`config.mk`:
```
export PLATFORM = sky130hd
export DESIGN_NAME = bcd_price_alu
export DESIGN_NICKNAME = d
export VERILOG_FILES = /design/src/rtl/bcd_pkg.sv /design/src/rtl/bcd_digit_addsub.sv /design/src/rtl/bcd_price_alu.sv
export SDC_FILE = /design/constraint.sdc
export NUM_CORES = 1
export LEC_CHECK = 0
export ABC_AREA = 1
export ABC_CLOCK_PERIOD_IN_PS = 10390
export CORE_MARGIN = 2
export CORE_UTILIZATION = 60
export CTS_CLUSTER_DIAMETER = 50
export CTS_CLUSTER_SIZE = 8
export DETAILED_ROUTE_END_ITERATION = 6
export DONT_BUFFER_PORTS = 1
export PLACE_DENSITY = 0.82
export RECOVER_POWER = 50
export SLEW_MARGIN = 20
export SYNTH_ARGS = -nofsm -noshare
export SYNTH_HDL_FRONTEND = slang
export SYNTH_SLANG_ARGS = --single-unit
```
`constraint.sdc`:
```
create_clock -name clk -period 10.39 [get_ports clk]
set_input_delay 1.5585 -clock clk [delete_from_list [all_inputs] [get_ports clk]]
set_output_delay 1.5585 -clock clk [all_outputs]
set_load 0.01 [all_outputs]
```
`src/rtl/bcd_pkg.sv`:
```
// Shared BCD character type, digit limit and operation encoding.
// Parameter-free so any BCD block can import it regardless of its width.
package bcd_pkg;

    typedef logic [3:0] char_t;

    localparam char_t CHAR_MAX = 4'd9;

    typedef enum logic {
        OP_ADD = 1'b0,
        OP_SUB = 1'b1
    } op_t;

endpackage

```
`src/rtl/bcd_digit_addsub.sv`:
```
// Single BCD digit adder/subtractor with carry (add) or borrow (subtract).
// Operands are assumed to be valid digits 0..9; cout is carry or borrow depending on op.
module bcd_digit_addsub
    import bcd_pkg::*;
(
    input  char_t a,
    input  char_t b,
    input  op_t   op,
    input  logic  cin,
    output char_t d,
    output logic  cout
);

    logic [4:0] sum;
    logic [4:0] diff;

    always_comb begin
        sum  = {1'b0, a} + {1'b0, b} + {4'b0000, cin};
        // Range is -10..9, so bit 4 acts as the sign of the difference.
        diff = {1'b0, a} - {1'b0, b} - {4'b0000, cin};
        d    = '0;
        cout = 1'b0;
        if (op == OP_ADD) begin
            if (sum > 5'd9) begin
                d    = 4'(sum - 5'd10);
                cout = 1'b1;
            end else begin
                d = sum[3:0];
            end
        end else begin
            if (diff[4]) begin
                d    = 4'(diff + 5'd10);
                cout = 1'b1;
            end else begin
                d = diff[3:0];
            end
        end
    end

endmodule

```
`src/rtl/bcd_price_alu.sv`:
```
// Digit-serial BCD price add/subtract: one digit per cycle, least-significant cent first,
// with saturation on overflow, clamp-to-zero on underflow and invalid-digit detection.
module bcd_price_alu
    import bcd_pkg::*;
#(
    parameter int DOLLAR_N = 3,
    parameter int CENT_N   = 2
) (
    input  logic                           clk,
    input  logic                           rst,
    input  logic                           in_vld,
    output logic                           in_rdy,
    input  logic                           in_op,
    input  logic [4*(DOLLAR_N+CENT_N)-1:0] in_a,
    input  logic [4*(DOLLAR_N+CENT_N)-1:0] in_b,
    output logic                           out_vld,
    input  logic                           out_rdy,
    output logic [4*(DOLLAR_N+CENT_N)-1:0] out_result,
    output logic                           out_ovf,
    output logic                           out_unf,
    output logic                           out_err
);

    localparam int N = DOLLAR_N + CENT_N;
    localparam int W = 4 * N;

    typedef logic [W-1:0]             word_t;
    typedef logic [$clog2(N+1)-1:0]   idx_t;
    typedef enum logic [1:0] {S_IDLE, S_CALC, S_DONE} state_t;

    localparam word_t ALL_NINES = {N{4'h9}};

    function automatic logic has_bad_digit(input word_t v);
        for (int i = 0; i < N; i++) begin
            if (char_t'(v[4*i +: 4]) > CHAR_MAX) return 1'b1;
        end
        return 1'b0;
    endfunction

    state_t state_q, state_d;
    word_t  a_q, a_d, b_q, b_d, acc_q, acc_d, res_q, res_d;
    op_t    op_q, op_d;
    logic   c_q, c_d;
    idx_t   idx_q, idx_d;
    logic   ovf_q, ovf_d, unf_q, unf_d, err_q, err_d;

    char_t  dig;
    logic   dig_cout;
    word_t  acc_next;

    bcd_digit_addsub u_digit (
        .a   (char_t'(a_q[3:0])),
        .b   (char_t'(b_q[3:0])),
        .op  (op_q),
        .cin (c_q),
        .d   (dig),
        .cout(dig_cout)
    );

    // Result digits enter at the top and shift down, so after N steps digit 0 sits at the LSB.
    assign acc_next = {dig, acc_q[W-1:4]};

    always_comb begin
        state_d = state_q;
        a_d     = a_q;
        b_d     = b_q;
        op_d    = op_q;
        c_d     = c_q;
        idx_d   = idx_q;
        acc_d   = acc_q;
        res_d   = res_q;
        ovf_d   = ovf_q;
        unf_d   = unf_q;
        err_d   = err_q;
        case (state_q)
            S_IDLE: begin
                if (in_vld) begin
                    a_d   = in_a;
                    b_d   = in_b;
                    op_d  = op_t'(in_op);
                    c_d   = 1'b0;
                    idx_d = '0;
                    acc_d = '0;
                    if (has_bad_digit(in_a) || has_bad_digit(in_b)) begin
                        state_d = S_DONE;
                        err_d   = 1'b1;
                        res_d   = '0;
                    end else begin
                        state_d = S_CALC;
                    end
                end
            end
            S_CALC: begin
                a_d   = a_q >> 4;
                b_d   = b_q >> 4;
                c_d   = dig_cout;
                acc_d = acc_next;
                idx_d = idx_t'(idx_q + 1'b1);
                if (idx_q == idx_t'(N - 1)) begin
                    state_d = S_DONE;
                    if (dig_cout && op_q == OP_ADD) begin
                        res_d = ALL_NINES;
                        ovf_d = 1'b1;
                    end else if (dig_cout) begin
                        res_d = '0;
                        unf_d = 1'b1;
                    end else begin
                        res_d = acc_next;
                    end
                end
            end
            S_DONE: begin
                if (out_rdy) begin
                    state_d = S_IDLE;
                    res_d   = '0;
                    ovf_d   = 1'b0;
                    unf_d   = 1'b0;
                    err_d   = 1'b0;
                end
            end
            default: state_d = S_IDLE;
        endcase
    end

    always_ff @(posedge clk) begin
        if (rst) begin
            state_q <= S_IDLE;
            res_q   <= '0;
            ovf_q   <= 1'b0;
            unf_q   <= 1'b0;
            err_q   <= 1'b0;
        end else begin
            state_q <= state_d;
            res_q   <= res_d;
            ovf_q   <= ovf_d;
            unf_q   <= unf_d;
            err_q   <= err_d;
        end
    end

    // Operand and accumulator registers are always reloaded at accept, so they carry no reset.
    always_ff @(posedge clk) begin
        a_q   <= a_d;
        b_q   <= b_d;
        op_q  <= op_d;
        c_q   <= c_d;
        idx_q <= idx_d;
        acc_q <= acc_d;
    end

    assign in_rdy     = (state_q == S_IDLE);
    assign out_vld    = (state_q == S_DONE);
    assign out_result = res_q;
    assign out_ovf    = ovf_q;
    assign out_unf    = unf_q;
    assign out_err    = err_q;

endmodule

```
### Yosys cells after proc, flatten, opt, wreduce, memory -nomap -nowiden

Index checks and enable logic that the tools add are counted.

* order comparisons: 11
* add/subtract/negate cells: 7
* bitwise operators: 1
* mux-type cells: 123
* reductions and logical operators: 14
* equality and inequality tests: 10

Operators by type and width (number)
* $mux W20: 9
* $pmux W20 S2: 3
* $mux W1: 96
* $pmux W20 S3: 1
* $gt A4 B4 Y1 const B: 10
* $mux W4: 3
* $ne A2 B2 Y1 const B: 5
* $reduce_and A5 Y1: 2
* $mux W2: 4
* $pmux W1 S2: 4
* $reduce_and A4 Y1: 2
* $pmux W2 S3: 1
* $pmux W3 S2: 1
* $reduce_bool A2 Y1: 3
* $add A4 B4 Y5: 1
* $add A5 B1 Y5: 1
* $gt A5 B4 Y1 const B: 1
* $sub A4 B4 Y5: 1
* $sub A5 B1 Y5: 1
* $add A4 B4 Y4 const B: 1
* $ne A2 B1 Y1 const B: 2
* $reduce_and A2 Y1: 2
* $sub A4 B4 Y4 const B: 1
* $add A3 B1 Y3 const B: 1
* 10 further kinds: 10

* register bits after elaboration: 90
* word-level logic and storage cells: 177
* input bits: 45
* output and inout port bits: 25

### Longest topological paths before layout

* depth in word-level cells: 29
* gate-level depth with buffers: 16
* depth with buffers taken out: 16

### Modules after synthesis

Synthesis repeated with hierarchy kept, for this count alone.

* cells, all modules: 540
* area, all modules: 4499.3 um2

By module, submodules not included
* bcd_price_alu: cells an instance 430, area each 3877.5 um2, seq. area each 2332.2 um2, times used 1
* bcd_digit_addsub: cells an instance 110, area each 621.8 um2, seq. area each 0.0 um2, times used 1

### Worst setup path after synthesis

OpenSTA, ideal clock, no wires.

* path kind: input to register
* start: input in_vld
* end: register state_q[1]
* arrival time: 4594 ps
* path buffers: 0
* path slack: 5728 ps
* cell stages on the path: 4
* required time: 10321 ps
* library setup time: 69 ps
* cells stage by stage: nor2_1 -> nor2_1 -> o2111ai_1 -> inv_1

* cells in the longest elaborated chain, start to end: 2

Ends and longest elaborated chain
* from (decl): RTL line bcd_price_alu.sv:11 `input logic in_vld,`
* $ne A2 B2 Y1 (no source line)
* $reduce_and A3 Y1 (no source line)
* to (signal assigned): RTL line bcd_price_alu.sv:133 `state_q <= state_d;`
* to (decl): RTL line bcd_price_alu.sv:40 `state_t state_q, state_d;`

No other way between the ends.
A chain may end at the register's enable or synchronous reset.

### Worst setup path in the final report

* start: register state_q[0]
* end: register res_q[13] (netlist: out_result[13])

* cells in the longest elaborated chain, start to end: 3
* elaborated cells on any way between the ends: 10
* those cells by class: eq/ne: 6; mux: 1; reduce/logical: 3

Ends and longest elaborated chain
* $eq A2 B1 Y1 (tied with other cells): RTL line bcd_price_alu.sv:75 `case (state_q)`
* $ne A2 B2 Y1 (no source line) (tied with other cells)
* $reduce_and A5 Y1 (no source line)
* to (signal assigned): RTL line bcd_price_alu.sv:134 `res_q <= res_d;`
* to (decl): RTL line bcd_price_alu.sv:41 `word_t a_q, a_d, b_q, b_d, acc_q, acc_d, res_q, res_d;`

Parallel ways exist; a longest one is shown, timed or not.

==> results.json <==
{
  "first_global_vias": 2998,
  "placed_area_um2": 4350,
  "finalCriticalPeriod_ns": 4.04,
  "power_switching_uw": 226,
  "first_pass_iters": 4,
  "worst_slew_pin_slew_ns": 2.06,
  "cts_resized": 0,
  "yosys.area.top_type": "edfxtp_1",
  "cts_tree": "yes",
  "start_kind": "register",
  "p_per_area_nw_per_um2": 174,
  "synth_fa_ha_area_frac": 0.0569,
  "path_buf_inv": 4,
  "cts_root_buf": "clkbuf_8",
  "finalSetupViolations": 0,
  "cts_htree_levels": 3,
  "vias_per_cell": 5.24,
  "netlist_instances": 485,
  "worstHoldPathCells": 2,
  "start_util": 0.624,
  "drive_above_1_share": 0.0918,
  "drc_errors": 0,
  "required_ns": 10.70,
  "yosysTopAreaCellShare": 0.430,
  "nNetsFinal": 547,
  "combPwrFrac": 0.187,
  "cpMaxStageDelayCell": "clkbuf_1",
  "violations": "max-capacitance violations, max-slew violations",
  "synth_top_family_by_area": "simple AND/OR/NAND/NOR gates",
  "netSwitchingFraction": 0.289,
  "rr_startpoint": "state_q[0]",
  "vdd_drop_max_v": 0.0000944,
  "status": "finished with violations",
  "area_growth_pct": 5.72,
  "r2r_slack_ns": 6.35,
  "maxSlewHeadroom": -0.378,
  "cp_slowest_stage_delay_ns": 1.31,
  "synthSimpleGateAreaFrac": 0.242,
  "wl_per_cell_um": 13.8,
  "syn-num-nets": 547,
  "clockBufferDepth": 2,
  "slew_viol_final": 120,
  "whs_endpoint": "out_result[7]",
  "antenna_found_initial": 0,
  "synth_area_leaders": "edfxtp_1 43%, nand2_1 15%, dfxtp_1 12%",
  "synthesis.area_um2": 4260,
  "avgSynthCellArea_um2": 8.79,
  "fin_crit_sh": 0.388,
  "p_leak_uw": 0.00194,
  "worstSkewPairLatency_ns": 0.36,
  "clkSinkCount": 86,
  "worst_r2r_endpoint": "out_result[13]",
  "ios": 70,
  "rr_worst_depth": 8,
  "portBuffers": 0,
  "hold_viol_final": 0,
  "cts_setup_buffers": 0,
  "n_antenna_cell": 0,
  "grtUsageTotal": 0.232,
  "p_int_uw": 556,
  "cp.arrival_ns": 4.34,
  "wl_um": 8090,
  "pwr-share-clk": 0.289,
  "ys_ff_latch": 86,
  "tns_ns": 0,
  "seqPwrFrac": 0.525,
  "die_h_um": 88.3,
  "holdBufCountCts": 0,
  "ant_nets": 0,
  "clk_pin_slew_ns": 0.09,
  "yosysSeqAreaShare": 0.547,
  "clock.fmax_mhz": 248,
  "rsz0062_at_grt": "no",
  "layout_commonest_cell": "nand2_1",
  "grt_max_degree": 47,
  "yosysUniqueCellTypes": 32,
  "worstPathCellList": "inv_1 > nor2_1 > clkbuf_1 > inv_1 > clkbuf_1 > nor2_1 > nand2_1 > a21oi_2",
  "gp_routability_congestion": 0.837,
  "die_w_um": 88.3,
  "hp-start": "out_result[7]",
  "clock-skew-final_ns": 0.0130,
  "crit_family": "buffers and inverters",
  "core_um2": 6830,
  "cp-end-kind": "register",
  "die-area_um2": 7800,
  "path_max_fanout": 46,
  "vias": 3071,
  "criticalPathCategory": "reg2reg",
  "yosysWarnings": 0,
  "synthMuxAreaShare": 0,
  "synth_compound_area_frac": 0.0807,
  "hpwl_um": 5900,
  "numCtsBuffers": 9,
  "drv_cap": 3,
  "hold_path.class": "reg2reg",
  "grt-ovfl-total": 0,
  "first_iter_violations": 193,
  "grt_pass1_wl_um": 13600,
  "design_area_um2": 4510,
  "cp_num_cells": 8,
  "synthXorXnorAreaFrac": 0.00205,
  "fp-row-count": 30,
  "mostFrequentLayoutCells": "166 x nand2_1, 61 x edfxtp_1, 58 x inv_1"
}
==> area by class of cell <==
class                           count  area [um2]
Timing Repair Buffer                3        15.0
Tap cell                           96         120
Clock buffer                       11         131
Inverter                           62         233
Multi-Input combinational cell    323        1620
Clock inverter                      5        51.3
Sequential cell                    86        2330
Fill cell                         547        2320
==> per-layer routing <==
layer  track usage  vias to the layer above  part of all wire
met3        0.0765                       14             0.054
met5             0                        -                 0
met1         0.280                     1434              0.42
li1              -                     1551                 -
met4        0.0868                        0             0.020
met2         0.391                       72              0.51
==> how the worst max path moves through the flow <==
| stage | startpoint | slack, ns | end |
|---|---|---|---|
| floorplan | in_vld | 5.73 | state_q[1] |
| global placement | in_b[2] | 7.29 | out_result[9] |
| detailed placement | in_b[2] | 7.20 | out_result[13] |
| CTS | a_q[0] | 7.41 | out_result[13] |
| global route | state_q[0] | 5.85 | out_result[13] |
| finish | state_q[0] | 6.35 | out_result[13] |
==> power groups by stage <==
| stage | combinational (uW) | sequential, uW | clock [uW] |
|---|---|---|---|
| final | 146 | 411 | 226 |
| after global routing | 169 | 414 | 241 |
| after CTS | 148 | 411 | 230 |
| after detailed placement | 147 | 419 | 0 |
| after global placement | 139 | 417 | 0 |
| after floorplan | 119 | 417 | 0 |
==> registers in the layout, summed over array words and instances, names as in the netlist <==
register    count
out_result     20
idx_q           3
out_unf         1
out_ovf         1
a_q            20
c_q             1
out_err         1
state_q         2
op_q            1
b_q            20
acc_q          16
==> metrics by stage <==
step | util | worst slack, ns | power (uW) | cells | hold WS (ns)
global placement | 0.636 | 7.29 | 557 | 570 | 0.492
detailed placement | 0.636 | 7.20 | 565 | 570 | 0.502
CTS | 0.663 | 7.41 | 788 | 586 | 0.515
floorplan | - | 5.73 | 536 | 485 | 0.473
global route | 0.660 | 5.85 | 824 | 586 | 0.526
finish | 0.660 | 6.35 | 783 | 586 | 0.510
==> Yosys cell counts (all sizes together) <==
library cell and n:
a21oi 31, buf 12, xnor2 1, dfxtp 25, or2 2, o211ai 2
o2111ai 1, edfxtp 61, clkbuf 2, nor3 1, a21boi 1, fa 4
nand2 177, ha 13, inv 62, nand4 2, nor2 41, nand3 23
o21ai 24
==> logic make-up (layout without fill, tap and decap cells) <==
group                      count (synthesis)  in the layout
buffers and inverters                     76             81
AOI/OAI and AO/OA                         59             59
DFF                                       86             86
and+or+nand+nor                          246            246
xor gates and xnor gates                   1              1
adders and majority gates                 17             17
==> tightest hold or removal path: stages, from the launching register on <==
cell and delay [ns]:
dfxtp_1 0.35, nand2_1 0.07, a21oi_1 0.06
Power figures use the tool's default switching activity.
